<file path="src/rtl/tx_sym_pkg.sv">
// Shared definitions for the Tx symbol scheduler.
// Contents:
//   K_COM, K_IDL  - control characters placed on the lane (K28.5 comma, idle)
//   state_e       - scheduler FSM state encoding (3-bit)
//   is_k_char     - flags a data byte that collides with a control character
package tx_sym_pkg;

  localparam logic [7:0] K_COM = 8'hBC;
  localparam logic [7:0] K_IDL = 8'h7C;

  typedef enum logic [2:0] {
    ST_OFF  = 3'd0,
    ST_SYNC = 3'd1,
    ST_IDLE = 3'd2,
    ST_DATA = 3'd3,
    ST_SKIP = 3'd4
  } state_e;

  function automatic logic is_k_char(input logic [7:0] b);
    return (b == K_COM) || (b == K_IDL);
  endfunction

endpackage

</file>
<file path="src/rtl/tx_symbol_scheduler_rr_arbiter_2.sv">
// Two-way round-robin arbiter with grant hold.
// Ports:
//   clk, reset  - clock, synchronous active-high reset
//   req_i[1:0]  - request lines (bit n = requester n)
//   hold_i      - current grant was used for a non-final symbol; keep it
//   release_i   - current grant was used for the final symbol; drop it
//   gnt_o[1:0]  - one-hot grant (held grant while busy, else RR choice)
module rr_arbiter_2 (
  input  logic       clk,
  input  logic       reset,
  input  logic [1:0] req_i,
  input  logic       hold_i,
  input  logic       release_i,
  output logic [1:0] gnt_o
);

  logic [1:0] own_q, own_d;
  logic       ptr_q, ptr_d;
  logic [1:0] pick;

  // A held grant always wins, so a packet is never preempted. With both
  // requesting, ptr_q names the requester that has priority this round.
  always_comb begin
    pick = req_i;
    if (req_i == 2'b11) begin
      pick = ptr_q ? 2'b10 : 2'b01;
    end
    gnt_o = (own_q != 2'b00) ? own_q : pick;

    own_d = own_q;
    ptr_d = ptr_q;
    if (release_i) begin
      own_d = 2'b00;
      // Serving requester 0 hands priority to requester 1, and vice versa.
      ptr_d = gnt_o[0];
    end else if (hold_i) begin
      own_d = gnt_o;
    end
  end

  always_ff @(posedge clk) begin
    if (reset) begin
      own_q <= 2'b00;
      ptr_q <= 1'b0;
    end else begin
      own_q <= own_d;
      ptr_q <= ptr_d;
    end
  end

endmodule

</file>
<file path="src/rtl/tx_symbol_scheduler.sv">
// Symbol sequencer for the parallel-to-serial Tx lane.
// After enable it sends a COM burst, then fills idle time with IDL while
// round-robin arbitrating two packet requesters. A COM skip symbol is
// inserted at packet boundaries every SKIP_INTERVAL link symbol times.
// Ports:
//   clk, reset                  - clock, synchronous active-high reset
//   enable                      - link enable (level)
//   reqN_valid/data/last/ready  - requester N symbol handshake (ready is combinational)
//   sym_out, sym_valid          - registered symbol to serializer
//   link_up                     - registered, high while in IDLE/DATA/SKIP
//   data_err                    - registered pulse alongside a data byte equal to a K char
module tx_symbol_scheduler
  import tx_sym_pkg::*;
#(
  parameter int unsigned COM_BURST     = 4,
  parameter int unsigned SKIP_INTERVAL = 64
) (
  input  logic       clk,
  input  logic       reset,
  input  logic       enable,
  input  logic       req0_valid,
  input  logic [7:0] req0_data,
  input  logic       req0_last,
  output logic       req0_ready,
  input  logic       req1_valid,
  input  logic [7:0] req1_data,
  input  logic       req1_last,
  output logic       req1_ready,
  output logic [7:0] sym_out,
  output logic       sym_valid,
  output logic       link_up,
  output logic       data_err
);

  localparam logic [3:0] BURST_LAST = 4'(COM_BURST - 1);
  localparam logic [7:0] SKIP_LAST  = 8'(SKIP_INTERVAL - 1);

  state_e     state_q, state_d;
  logic [3:0] burst_q, burst_d;
  logic [7:0] skip_cnt_q, skip_cnt_d;
  logic       skip_pend_q, skip_pend_d;
  logic [7:0] sym_q, sym_d;
  logic       sym_valid_q, sym_valid_d;
  logic       link_up_q, link_up_d;
  logic       data_err_q, data_err_d;

  logic [1:0] gnt;
  logic [1:0] take;
  logic       grant_ok;
  logic       acc;
  logic [7:0] acc_data;
  logic       acc_last;

  // A new grant in IDLE is blocked by a pending skip or a dropped enable,
  // which gives those events priority over arbitration at a boundary.
  assign grant_ok = !reset &&
                    ((state_q == ST_DATA) ||
                     (state_q == ST_IDLE && !skip_pend_q && enable));

  assign take       = gnt & {req1_valid, req0_valid} & {2{grant_ok}};
  assign req0_ready = take[0];
  assign req1_ready = take[1];
  assign acc        = |take;
  assign acc_data   = take[1] ? req1_data : req0_data;
  assign acc_last   = take[1] ? req1_last : req0_last;

  rr_arbiter_2 u_arb (
    .clk       (clk),
    .reset     (reset),
    .req_i     ({req1_valid, req0_valid}),
    .hold_i    (acc & ~acc_last),
    .release_i (acc & acc_last),
    .gnt_o     (gnt)
  );

  always_comb begin
    state_d     = state_q;
    burst_d     = burst_q;
    skip_cnt_d  = skip_cnt_q;
    skip_pend_d = skip_pend_q;
    sym_d       = 8'h00;
    sym_valid_d = 1'b0;
    data_err_d  = 1'b0;
    link_up_d   = (state_q == ST_IDLE) || (state_q == ST_DATA) || (state_q == ST_SKIP);

    case (state_q)
      ST_OFF: begin
        if (enable) state_d = ST_SYNC;
      end
      ST_SYNC: begin
        if (!enable) begin
          state_d = ST_OFF;
          burst_d = 4'd0;
        end else begin
          sym_d       = K_COM;
          sym_valid_d = 1'b1;
          if (burst_q == BURST_LAST) begin
            burst_d = 4'd0;
            state_d = ST_IDLE;
          end else begin
            burst_d = burst_q + 4'd1;
          end
        end
      end
      ST_SKIP: begin
        sym_d       = K_COM;
        sym_valid_d = 1'b1;
        skip_pend_d = 1'b0;
        state_d     = ST_IDLE;
      end
      ST_IDLE, ST_DATA: begin
        sym_valid_d = 1'b1;
        sym_d       = K_IDL;
        if (acc) begin
          sym_d      = acc_data;
          data_err_d = is_k_char(acc_data);
          if (acc_last) begin
            if (skip_pend_q)  state_d = ST_SKIP;
            else if (!enable) state_d = ST_OFF;
            else              state_d = ST_IDLE;
          end else begin
            state_d = ST_DATA;
          end
        end else if (state_q == ST_IDLE) begin
          if (skip_pend_q)  state_d = ST_SKIP;
          else if (!enable) state_d = ST_OFF;
        end
      end
      default: state_d = ST_OFF;
    endcase

    // Reaching the interval while a skip is already pending just keeps the
    // single flag set; a new interval elapsing in the SKIP cycle re-arms it.
    if (link_up_d) begin
      if (skip_cnt_q == SKIP_LAST) begin
        skip_cnt_d  = 8'd0;
        skip_pend_d = 1'b1;
      end else begin
        skip_cnt_d = skip_cnt_q + 8'd1;
      end
    end
  end

  always_ff @(posedge clk) begin
    if (reset) begin
      state_q     <= ST_OFF;
      burst_q     <= 4'd0;
      skip_cnt_q  <= 8'd0;
      skip_pend_q <= 1'b0;
      sym_q       <= 8'h00;
      sym_valid_q <= 1'b0;
      link_up_q   <= 1'b0;
      data_err_q  <= 1'b0;
    end else begin
      state_q     <= state_d;
      burst_q     <= burst_d;
      skip_cnt_q  <= skip_cnt_d;
      skip_pend_q <= skip_pend_d;
      sym_q       <= sym_d;
      sym_valid_q <= sym_valid_d;
      link_up_q   <= link_up_d;
      data_err_q  <= data_err_d;
    end
  end

  assign sym_out   = sym_q;
  assign sym_valid = sym_valid_q;
  assign link_up   = link_up_q;
  assign data_err  = data_err_q;

endmodule

</file>
<file path="config.mk">
export PLATFORM = sky130hd
export DESIGN_NAME = tx_symbol_scheduler
export DESIGN_NICKNAME = d
export VERILOG_FILES = /design/src/rtl/tx_sym_pkg.sv /design/src/rtl/tx_symbol_scheduler_rr_arbiter_2.sv /design/src/rtl/tx_symbol_scheduler.sv
export SDC_FILE = /design/constraint.sdc
export NUM_CORES = 1
export LEC_CHECK = 0
export ABC_AREA = 0
export CORE_UTILIZATION = 49
export DETAILED_ROUTE_END_ITERATION = 8
export PLACE_DENSITY = 0.77
export SYNTH_ARGS = -nofsm -noshare
export SYNTH_HDL_FRONTEND = slang
export SYNTH_SLANG_ARGS = --single-unit
</file>
<file path="constraint.sdc">
create_clock -name clk -period 1.93 [get_ports clk]
set_input_delay 0.386 -clock clk [delete_from_list [all_inputs] [get_ports clk]]
set_output_delay 0.386 -clock clk [all_outputs]
set_load 0.01 [all_outputs]
</file>
# After elaboration in Yosys (flattened, before gate mapping)
# Index checks and enable logic that the tools add are counted.
# word_totals
elab_cells,76
register_bits,30
in_bits,23
out_inout_bits,13
memories,0
latch_bits,0
rom_bits,0
ram_bits,0
# classes
n_addsub,2
magnitude_cmp,0
eq_ne,13
n_div,0
n_bitwise,7
shift,0
mul,0
n_reduce_logical,17
n_mux,27
# op_table
cell,count
$mux 8,4
$mux 3,9
$pmux 8 s3,1
$pmux 3 s4,1
$add 8x1->8 const B,1
$eq 8x6->1 const B,1
$eq 8x7->1 const B,1
$eq 8x8->1 const B,1
$mux 2,4
$mux 4,2
$eq 3x2->1 const B,2
$ne 3x3->1 const B,2
$reduce_or 2->1,3
$reduce_or 3->1,2
$mux 1,5
$add 4x1->4 const B,1
$and 2x2->2,2
$eq 4x2->1 const B,1
$logic_or 1x1->1,4
$ne 4x4->1 const B,1
$reduce_and 4->1,1
$eq 3x1->1 const B,1
$eq 3x3->1 const B,1
$logic_and 1x1->1,3
other kinds (8),12

# Longest topological paths before layout
# logic_depth
depth_word,10
depth_mapped,7
ltp_nobuf,6

# By module
# Synthesis repeated with hierarchy kept, for this count alone.
# hier_totals
cells_unflattened,172
area_unflattened_um2,1490.2
# by_module_without_submodules
mod,instances,seq_area_each_um2,area_per_inst_um2,cells_per_inst
tx_symbol_scheduler,1,540.5,1355.0,156
rr_arbiter_2,1,60.1,135.1,16

# Worst setup path before layout
# OpenSTA, ideal clock, no wires.
# synth_path
path_type,input port to output port
from,input port enable
to,output port req0_ready
required_ns,1.544
arrival_ns,1.210
n_path_buf,1
slack_ns,0.334
stages,4
cell_sequence,buf_2 -> and2b_1 -> o21ai_1 -> nor2_1
# synth_between
elab_chain_len,4
# synth_lines
item,line,rtl
"start, declared",tx_symbol_scheduler.sv:20,"input logic enable,"
$logic_and 1x1->1,tx_symbol_scheduler.sv:58,(state_q == ST_IDLE && !skip_pend_q && enable));
$logic_or 1x1->1,tx_symbol_scheduler.sv:57,((state_q == ST_DATA) ||
$logic_and 1x1->1,tx_symbol_scheduler.sv:56,assign grant_ok = !reset &&
$and 2x2->2,tx_symbol_scheduler.sv:60,"assign take = gnt & {req1_valid, req0_valid} & {2{grant_ok}};"
"end, declared",tx_symbol_scheduler.sv:24,"output logic req0_ready,"
# Every way passes these cells.

# Final worst setup path
# Ends and elaborated chain as after synthesis.

==> key figures <==
Timing
  • Max Clock Freq: 0.5312 GHz
  • Fin worst setup slack: 0.04730 ns
  • Crit path time final: 1.883 ns
  • Final Hold Viols: 0
  • Clock skew: 0.006583 ns
  • Setup-failing EPs final: 0
  • Slew headroom: 0.7727
  • Fin. max-slew vios: 0
  • Final period util: 0.9755
  • Slew @ Worst Pin: 0.3403 ns

Synthesis
  • Synth Cell Area: 1579 um2
  • Ys Warns: 0
  • Synth Area in Simple Gates: 0.2631
  • Synthesized area per cell: 8.676 um2
  • Synth Area in XOR/XNOR: 0.04992
  • Register bit total from synthesis: 30
  • Yosys cell types: 51
  • Primary FF master, synth: dfxtp_1
  • Number of enable flip-flop cells after synthesis: 0
  • Area leader, netlist: dfxtp_1
  • Post-synth ARST share: 0
  • Syn Nets: 207
  • Post-synth top area share: 0.3803
  • Post-synthesis compound-gate area fraction: 0.1981
  • Post-synthesis mux area share: 0.04754
  • Top cells by area, synth: dfxtp_1 38%, a21oi_1 5.7%, nor2_1 5.0%
  • Register area share after synthesis: 0.3803
  • Post-Synthesis Cells: 182
  • Synth top cells by count: 30 x dfxtp_1, 21 x nor2_1, 18 x a21oi_1
  • Largest family of logic cells by synthesized area: simple AND/OR/NAND/NOR gates
  • Top-count cell post-synth: dfxtp_1
  • Post-synthesis adder-cell area fraction: 0.01585

Global routing
  • Grt met2 use: 0.4172
  • GRT Residual Overflow: 0
  • Vias in the first global route: 1540
  • Antenna violations before repair: 0
  • GR Util met3: 0.08791
  • Global routing's busiest layer: met2
  • GRT Total Usage: 0.2420
  • Global-route wire length before repair: 6230 um
  • Grt met1 use: 0.2401
  • Largest net degree at the start of global routing: 20

Die
  • # rows: 20
  • Die Area: 3453 um2
  • I/O pins: 36
  • Die Height: 58.77 um
  • Initial Util: 0.5172
  • Core ar.: 3053 um2
  • Die W: 58.77 um

Worst setup path
  • CP Launch Type: input port
  • CP required: 1.54 ns
  • CP Data Arrival Time: 1.50 ns
  • Crit Path Max Fanout: 3
  • Critical Path Sink Type: primary output
  • Crit Path Class: in2out

CTS
  • Total CTS buffers: 5
  • H-tree Lvls: 2
  • Root Driver: clkbuf_4
  • TritonCTS clock tree: done
  • Clock sinks: 30
  • Clock transition at path regs: 0.10 ns
  • CTS max path bufs: 2
  • Worst-Skew Late Latency: 0.34 ns

Cells and area
  • Ant. Diodes: 0
  • Sequential cell area: 600.6 um2
  • Final Core Density: 0.7053
  • Layout cells sized above 1: 0.1772
  • Area occupied by multi-input gates: 909.6 um2
  • Nets@finish: 261
  • Number of fill cells: 254
  • Synth-to-layout area growth: 36.37%

Pwr
  • PwrDens: 621.4 nW/um2
  • Comb power frac: 0.151
  • Maximum VDD drop: 0.0004358 V
  • Sw power: 0.0003291 W
  • Lkg Pwr: 0.8435 nW
  • Internal power of the cells: 0.001009 W
  • Part of the power in registers: 0.477
  • Power share of the clock group: 0.372
  • Switching part of the total: 0.2459

Drt
  • DR vias: 1549
  • DRC errors left: 0
  • Detailed Routing Iterations Pass 1: 5
  • Final WL: 3803 um
  • WL/cell: 13.53 um
  • Initial DRC count: 79
  • Vias per inst: 5.512
  • DRT antenna net count: 0

Placed design
  • DPL Wire Length: 2787 um
  • Pre-CTS WS: -0.4356 ns
  • Placer congestion estimate: 0.7941
  • # port buffers: 35

Flow run
  • Maxcap violations: 0

Run status
  • Outcome: finished, final reports clean

Min path
  • Hold WC Path Type: reg2reg
==> final cells by class <==
type | count | share of cell area
Clock buffer | 5 | 0.01743
Multi-Input combinational cell | 138 | 0.4224
Clock inverter | 3 | 0.01859
Sequential cell | 30 | 0.2789
Timing Repair Buffer | 54 | 0.2249
Inverter | 7 | 0.01220
Tap cell | 44 | 0.02557
==> layer usage <==
metal	vias up	wire [um]
li1	760	-
met2	91	1767
met4	0	177
met3	22	340
met5	-	0
met1	676	1517
==> sequential cells by signal (all words and copies together), names as in the netlist <==
name / count
link_up: 1
state_q: 3
u_arb.own_q: 2
u_arb.ptr_q: 1
skip_pend_q: 1
sym_valid: 1
skip_cnt_q: 8
burst_q: 4
sym_out: 8
data_err: 1
==> layout by cell type, fill, tap and decap left out, types with 2 or more instances in the layout <==
master / count
and3_1: 2
ha_1: 2
a211oi_1: 2
nor2_1: 20
buf_4: 19
a21oi_1: 18
a31oi_1: 3
nor3_1: 3
clkdlybuf4s50_1: 31
nand3_1: 5
o21ai_0: 8
buf_2: 2
clkbuf_4: 5
nand4_1: 3
nor2b_1: 4
inv_1: 7
clkinv_2: 2
nand2b_1: 2
and4b_1: 2
xor2_1: 6
xnor2_1: 3
nand2_1: 16
dfxtp_1: 30
mux2i_1: 6
o22ai_1: 5
==> path summary, 6_finish.rpt <==
path	from	slack [ns]	end	depth (start not counted)
hold / removal	skip_pend_q$_SDFF_PP0_	0.45	state_q[2]$_SDFFE_PP0P_	2
setup reg to reg	u_arb.own_q[1]$_SDFFE_PP0N_	0.18	u_arb.ptr_q$_SDFFE_PP0P_	6
hold reg to reg	skip_pend_q$_SDFF_PP0_	0.45	state_q[2]$_SDFFE_PP0P_	2
setup / recovery	enable	0.05	req0_ready	6
==> logic make-up (layout without fill, tap and decap cells) <==
kind of cell | Yosys count | count (layout)
AO/OA/AOI/OAI | 46 | 46
buffers and inverters | 14 | 69
adder cells (fa/ha/maj) | 2 | 2
AND/OR/NAND/NOR | 74 | 74
XOR/XNOR | 9 | 9
flip-flops | 30 | 30
multiplexers | 7 | 7
==> worst max-delay path, cell delays in order <==
cell	delay (ns)
clkdlybuf4s50_1	0.47
and2b_1	0.16
o21ai_1	0.06
buf_4	0.16
nor2_2	0.11
buf_2	0.14
==> through the flow <==
step | total power [W] | hold slack, ns | std cells | area, um2 | setup TNS (ns)
5_1_grt | 0.001392 | 0.4816 | 281 | 2153 | -0.003654
3_3_place_gp | 0.0008478 | 0.4472 | 272 | 2074 | -2.173
3_5_place_dp | 0.0008523 | 0.4412 | 272 | 2074 | -2.903
6_report | 0.001338 | 0.4472 | 281 | 2153 | 0
4_1_cts | 0.001349 | 0.4454 | 281 | 2148 | 0
2_1_floorplan | 0.0007477 | 0.4210 | 182 | 1579 | 0
==> power by group through the flow <==
stage,Combinational [W],Sequential [W],Clock [W]
2_1_floorplan,0.0000901,0.000658,0
3_3_place_gp,0.000195,0.000653,0
3_5_place_dp,0.000199,0.000653,0
4_1_cts,0.000202,0.000639,0.000509
5_1_grt,0.000219,0.000640,0.000533
6_report,0.000202,0.000639,0.000498
==> what timing repair did <==
item / 4_1_cts / 5_1_grt
buffers inserted: 1 / 0
endpoints found under the setup margin: 2 / 1
resized for setup: 9 / 2
pin swaps: 1 / 0
hold buffers: 0 / 0
No activity file was read; power rests on OpenSTA's default activity.
